<file path="src/rtl/sum_accumulator.sv">
// Handshaked accumulator: sums `len` operands and reports the sum plus sticky carry/overflow flags.
// Define SUM_ACC_SAT_EN to clamp the accumulator on signed overflow instead of wrapping.
module sum_accumulator #(
    parameter int N     = 4,
    parameter int CNT_W = 4
) (
    input  logic             clk,
    input  logic             rst_n,
    input  logic             start,
    input  logic [CNT_W-1:0] len,
    input  logic             in_valid,
    output logic             in_ready,
    input  logic [N-1:0]     in_data,
    output logic             out_valid,
    input  logic             out_ready,
    output logic [N-1:0]     out_sum,
    output logic             out_cout_any,
    output logic             out_ovf_any,
    output logic             busy
);

    typedef enum logic [1:0] {
        IDLE  = 2'd0,
        ACCUM = 2'd1,
        DONE  = 2'd2
    } state_t;

    localparam logic [N-1:0] SAT_MAX = {1'b0, {(N-1){1'b1}}};
    localparam logic [N-1:0] SAT_MIN = {1'b1, {(N-1){1'b0}}};

    state_t           state, state_d;
    logic [N-1:0]     acc, acc_d;
    logic [CNT_W-1:0] remaining, remaining_d;
    logic             cout_any, cout_any_d;
    logic             ovf_any, ovf_any_d;

    logic             accept;
    logic [N:0]       sum_ext;
    logic [N-1:0]     sum_raw;
    logic             add_carry;
    logic             add_ovf;
    logic [N-1:0]     add_result;

    assign accept    = (state == ACCUM) && in_valid;
    assign sum_ext   = {1'b0, acc} + {1'b0, in_data};
    assign sum_raw   = sum_ext[N-1:0];
    assign add_carry = sum_ext[N];
    // Like-signed operands whose result sign differs from them is a signed overflow.
    assign add_ovf   = (acc[N-1] == in_data[N-1]) && (sum_raw[N-1] != acc[N-1]);

`ifdef SUM_ACC_SAT_EN
    // Both operands share a sign on overflow, so acc's sign picks the rail.
    assign add_result = add_ovf ? (acc[N-1] ? SAT_MIN : SAT_MAX) : sum_raw;
`else
    assign add_result = sum_raw;
`endif

    always_comb begin
        // NOTE: every signal gets its hold value first, so no path leaves one unassigned and no latch is inferred.
        state_d     = state;
        acc_d       = acc;
        remaining_d = remaining;
        cout_any_d  = cout_any;
        ovf_any_d   = ovf_any;

        unique case (state)
            IDLE: begin
                if (start) begin
                    acc_d       = '0;
                    cout_any_d  = 1'b0;
                    ovf_any_d   = 1'b0;
                    remaining_d = len;
                    state_d     = (len == '0) ? DONE : ACCUM;
                end
            end
            ACCUM: begin
                if (accept) begin
                    acc_d       = add_result;
                    cout_any_d  = cout_any | add_carry;
                    ovf_any_d   = ovf_any | add_ovf;
                    remaining_d = remaining - CNT_W'(1);
                    if (remaining == CNT_W'(1)) begin
                        state_d = DONE;
                    end
                end
            end
            DONE: begin
                if (out_ready) begin
                    state_d = IDLE;
                end
            end
            default: state_d = IDLE;
        endcase
    end

    always_ff @(posedge clk or negedge rst_n) begin
        // NOTE: non-blocking assignments for all state, and the async reset clears every register so an abandoned run leaves nothing behind.
        if (!rst_n) begin
            state     <= IDLE;
            acc       <= '0;
            remaining <= '0;
            cout_any  <= 1'b0;
            ovf_any   <= 1'b0;
        end else begin
            state     <= state_d;
            acc       <= acc_d;
            remaining <= remaining_d;
            cout_any  <= cout_any_d;
            ovf_any   <= ovf_any_d;
        end
    end

    // All outputs decode or forward registers only.
    assign in_ready     = (state == ACCUM);
    assign out_valid    = (state == DONE);
    assign busy         = (state != IDLE);
    assign out_sum      = acc;
    assign out_cout_any = cout_any;
    assign out_ovf_any  = ovf_any;

endmodule
</file>
<file path="config.mk">
export PLATFORM = sky130hd
export DESIGN_NAME = sum_accumulator
export DESIGN_NICKNAME = d
export VERILOG_FILES = /design/src/rtl/sum_accumulator.sv
export SDC_FILE = /design/constraint.sdc
export NUM_CORES = 1
export LEC_CHECK = 0
export CAP_MARGIN = 20
export CORE_AREA = 3 3 47 49
export CTS_BUF_LIST = sky130_fd_sc_hd__clkbuf_2 sky130_fd_sc_hd__clkbuf_4 sky130_fd_sc_hd__clkbuf_8
export CTS_CLUSTER_DIAMETER = 200
export DETAILED_ROUTE_END_ITERATION = 6
export DIE_AREA = 0 0 50 52
export PLACE_DENSITY_LB_ADDON = 0.15
export SLEW_MARGIN = 40
export SYNTH_ARGS = -nofsm -noshare
export SYNTH_HDL_FRONTEND = slang
export SYNTH_SLANG_ARGS = --single-unit
</file>
<file path="constraint.sdc">
create_clock -name clk -period 1.55 [get_ports clk]
set_input_delay 0.155 -clock clk [delete_from_list [all_inputs] [get_ports clk]]
set_output_delay 0.155 -clock clk [all_outputs]
set_load 0.03 [all_outputs]
</file>
### Yosys cells after proc, flatten, opt, wreduce, memory -nomap -nowiden

Index checks and enable logic that the tools add are counted.

* flip-flop bits (word level): 12
* input bits: 13
* word-level logic and storage cells: 43

* add/sub/neg operators: 2
* equality and inequality tests: 9
* multiplexer cells: 17
* bitwise operators: 2
* reduce and logical (&&, ||, !) cells: 8

Operators with widths (count)
* 4-bit 2-to-1 mux: 4
* 4-bit case mux with 2 select lines: 2
* 2-bit 2-to-1 mux: 5
* 2-bit by 1-bit != test with 1-bit output (second input constant): 3
* 2-bit case mux with 3 select lines: 1
* 4-bit by 4-bit adder with 5-bit output: 1
* 4-bit by 1-bit equality test with 1-bit output (second input constant): 1
* 4-bit zero test: 1
* 1-bit case mux with 2 select lines: 2
* 4-bit AND reduction: 1
* 2-bit nonzero test: 2
* 4-bit by 1-bit subtractor with 4-bit output (second input constant): 1
* 1-bit 2-to-1 mux: 3
* 3-bit AND reduction: 1
* 2-bit by 1-bit equality test with 1-bit output (second input constant): 1
* 2-bit equality test (second input constant): 1
* 1-bit logical AND: 2
* 2-bit zero test: 1
* 2-bit != test (second input constant): 1
* 1-bit bitwise OR: 2
* 1-bit equality test: 1
* 1-bit != test: 1

### Logic depth before layout (Yosys ltp)

* depth after elaboration: 6
* mapped depth: 6
* gate-level depth less buffers: 6

### Least setup slack after synthesis

Ideal clock, no wire load.

* path type: register to register
* start: register acc[2] (netlist: out_sum[2])
* end: register acc[3] (netlist: out_sum[3])
* arrival time: 1628 ps
* required time: 1428 ps
* slack: -200 ps
* stages on the path, launching flop included: 5
* cells stage by stage: dfrtp_1 > ha_1 > and3_1 > or3_1 > a32o_1

* longest elaborated chain between the ends: 3

Ends and longest elaborated chain
* from (decl): RTL line 32 `logic [N-1:0] acc, acc_d;`
* from (signal assigned): RTL line 100 `acc <= '0;`
* from (signal assigned): RTL line 106 `acc <= acc_d;`
* 4-bit by 4-bit adder with 5-bit output: RTL line 45 `assign sum_ext = {1'b0, acc} + {1'b0, in_data};`
* 4-bit 2-to-1 mux: RTL line 77 `if (accept) begin`
* 4-bit case mux with 2 select lines: RTL line 66 `unique case (state)`

No other way between the ends. The select of a mux whose other input is x is not followed.
A chain may end at the register's enable or synchronous reset.

### Worst setup path after layout

Ends and elaborated chain as after synthesis.

==> flow_metrics.tcl <==
set metrics [dict create \
    outcome "completed" \
    max-slew-margin-rel_pct 64.0 \
    met2RoutedLength_microns 1070 \
    number_of_enable_flip_flop_cells_after_synthesis 0 \
    hold_viol 0 \
    grt_pass1_vias 738 \
    met3_wirelength_microns 92 \
    share_comb_of_total_power_pct 59.8 \
    post_cts_buffers 0 \
    wl_per_cell_microns 14.3 \
    yosys_register_bits 12 \
    whs_ns 0.228 \
    share_seq_of_total_power_pct 28.4 \
    route.antenna.remaining_nets 0 \
    layout_setup_ws_ns 0.0232 \
    io_pins 22 \
    critical_path_peak_fanout 4 \
    design.final.nets 134 \
    drt_iter0_drc 8 \
    avgViaCountPerCell 5.31 \
    synth.yosys.warnings 0 \
    place.gp.congestion 0.847 \
    insertion_delay_ns 0.27 \
    grt_util_all_layers_pct 16.5 \
    criticalPathCategory "flip-flop to flip-flop" \
    buffer_ports.inserted 21 \
    period_share_pct 98.5 \
    final_util_pct 62.2 \
    floorplan.initialDensity_pct 41.3 \
    power.switching_fraction_pct 43.5 \
    core_area_sq_mm 0.00190 \
    netlist-cell-type-count 39 \
    cts.reportedPaths.clkPinSlew_ns 0.08 \
    yosysSeqAreaShare_pct 38.2 \
    finalSetupViolCount 0 \
    insertedDiodeCount 0 \
    synthDominantCellAreaShare_pct 38.2 \
    detailroute.via_count 743 \
    post_cts_hold_buffer_count 0 \
    async_flop_share_pct 100 \
    power_density_mw_per_mm2 1800 \
    timing.hold.worst.class "primary input to asynchronous set/reset pin" \
    max_freq_mhz 655 \
    die_outline_height_microns 52 \
    syn-mean-instance-area_sq_um 9.82 \
    max_cap_violations 0 \
    tritoncts.num_buffers 3 \
    dp.cells 136 \
    top_cells_by_area_in_the_synthesized_netlist "sky130_fd_sc_hd__dfrtp_1, sky130_fd_sc_hd__ha_1, sky130_fd_sc_hd__inv_1" \
    timing.final.crit_period_ns 1.53 \
    p_sw_mw 0.924 \
    clock_power_share_pct 11.8 \
    syn_area_sq_um 786 \
    unrepaired_setup_endpoints_after_global_routing "true" \
    post_route_cells_drive_above_1_share_pct 28.3 \
    tritoncts_num_sinks 12 \
    detailedRoute.firstPassIterationCount 4 \
    cp.arrival_ns 1.69 \
    grt-ovfl-total 0 \
    cellLeakagePower_nw 0.548 \
    synth_fp_nets 100 \
    topRoutingLayerUsed "met4" \
    crit_path_end_kind "flip-flop" \
    synth-main-ff-cell "sky130_fd_sc_hd__dfrtp_1" \
    dp_hpwl_microns 1560 \
    synthCells 80 \
    wl_microns 2010 \
    p_int_mw 1.20 \
    setup_ws_pre_cts_ns -0.228 \
    synth_top_cells_by_count "sky130_fd_sc_hd__dfrtp_1, sky130_fd_sc_hd__inv_1, sky130_fd_sc_hd__ha_1, sky130_fd_sc_hd__o21ai_0" \
    largest_net_degree_at_the_start_of_global_routing 13 \
    vdd.ir_drop.worst_mv 0.835 \
    max-clock-path-buffers 2 \
    critical_path.startpoint_type "flip-flop" \
    slew_violations 0 \
    cts.root.buffer_cell "sky130_fd_sc_hd__clkbuf_4" \
    syn2layout_area_growth_pct 50.5 \
    drt-met1-wl_microns 823 \
    die_w_microns 50 \
    post-synth-top-count-cell "sky130_fd_sc_hd__dfrtp_1" \
    route.detailed.drc 0 \
    clock_tree_from_tritoncts "built" \
    timing_worst_slew_pin_value_ns 0.539 \
    floorplan.die_area_sq_mm 0.00260 \
    synth_area_leader_cell "sky130_fd_sc_hd__dfrtp_1" \
    cp.required_ns 1.72 \
    antenna_found_initial 0 \
    fin_cells 140 \
    fp-row-count 16 \
    h-tree-depth 1 \
    wire_length_of_the_first_global_routing_pass_microns 3290 \
    worst_clock_skew_ns 0.00148 \
]
## cell usage in the layout (no fill, tap or decap), types with 2 or more instances in the layout
cell type and instances:
sky130_fd_sc_hd__nor3b_1 3, sky130_fd_sc_hd__a21o_1 2, sky130_fd_sc_hd__o21ai_0 6, sky130_fd_sc_hd__a22o_1 2, sky130_fd_sc_hd__dlymetal6s2s_1 2, sky130_fd_sc_hd__a21oi_1 3
sky130_fd_sc_hd__nor2_1 2, sky130_fd_sc_hd__o2bb2ai_1 2, sky130_fd_sc_hd__o22ai_1 2, sky130_fd_sc_hd__inv_1 9, sky130_fd_sc_hd__dfrtp_1 9, sky130_fd_sc_hd__nand2_1 2
sky130_fd_sc_hd__ha_1 3, sky130_fd_sc_hd__dfrtp_2 3, sky130_fd_sc_hd__buf_4 13, sky130_fd_sc_hd__clkbuf_4 3, sky130_fd_sc_hd__clkdlybuf4s50_1 15, sky130_fd_sc_hd__ha_4 2
sky130_fd_sc_hd__dlygate4sd2_1 2
## cell families (layout without fill, tap and decap cells)
| kind of cell | count (synthesis) | after routing | share of synthesized area, % |
|---|---|---|---|
| simple gates | 21 | 21 | 17.4 |
| xor+xnor | 1 | 1 | 1.11 |
| flops | 12 | 12 | 38.2 |
| compound gates | 26 | 26 | 23.9 |
| fa+ha+maj | 7 | 7 | 12.1 |
| buf+inv | 13 | 46 | 7.32 |
## power groups by stage
stage          Combinational [mW]  Clock, mW  Sequential (mW)
6_report                     1.27      0.252            0.603
5_1_grt                      1.41      0.278            0.619
4_1_cts                      1.26      0.259            0.593
3_5_place_dp                 1.27          0            0.598
3_3_place_gp                 1.25          0            0.592
2_1_floorplan               0.726          0            0.657
## state kept, by name, indices dropped and copies added, names as in the netlist
signal and count:
remaining 4, out_cout_any 1, out_ovf_any 1, state 2, out_sum 4
## metrics by stage
step / cell area [sq um] / total power [mW] / TNS, ns
finish: 1180 / 2.13 / 0
global placement: 1130 / 1.84 / -0.700
global route: 1180 / 2.30 / -0.0211
detailed placement: 1130 / 1.87 / -0.810
CTS: 1160 / 2.11 / 0
floorplan: 820 / 1.38 / -0.0362
## worst paths after layout
check                                  startpoint                        to  slack (ns)  cells after the start
setup / recovery           out_sum[2]$_DFFE_PN0P_    out_sum[3]$_DFFE_PN0P_        0.02                      4
hold / removal                              rst_n  remaining[2]$_DFFE_PN0P_        0.23                      1
setup reg to reg           out_sum[2]$_DFFE_PN0P_    out_sum[3]$_DFFE_PN0P_        0.02                      4
hold reg to reg            out_sum[0]$_DFFE_PN0P_    out_sum[0]$_DFFE_PN0P_        0.55                      1
max in group asynchronous                   rst_n    out_sum[1]$_DFFE_PN0P_        0.93                      1
min in group clk                        out_ready      state[1]$_DFFE_PN0P_        0.45                      2
## timing repair
action,in CTS,in global routing
gates resized for setup,3,9
pin swaps,0,2
setup endpoints to repair,3,8
## layer usage
layer	up-vias	GRT usage [%]
met4	0	4.61
met2	15	30.4
li1	361	-
met1	365	18.0
met3	2	5.16
met5	-	0
## critical path: stages (launching register included)
cell                      delay [ns]
sky130_fd_sc_hd__dfrtp_2        0.44
sky130_fd_sc_hd__ha_4           0.23
sky130_fd_sc_hd__and3_4         0.17
sky130_fd_sc_hd__or3_1          0.34
sky130_fd_sc_hd__a32o_1         0.24
## cell type report
class                      count  area (sq um)
fill                         163           719
multi-input combinational     55           479
sequential                    12           304
timing repair buffer          33           295
clock buffer                   4          36.3
inverter                       9          33.8
tap                           27          33.8
Note: power is estimated with default switching activity, not from simulation.
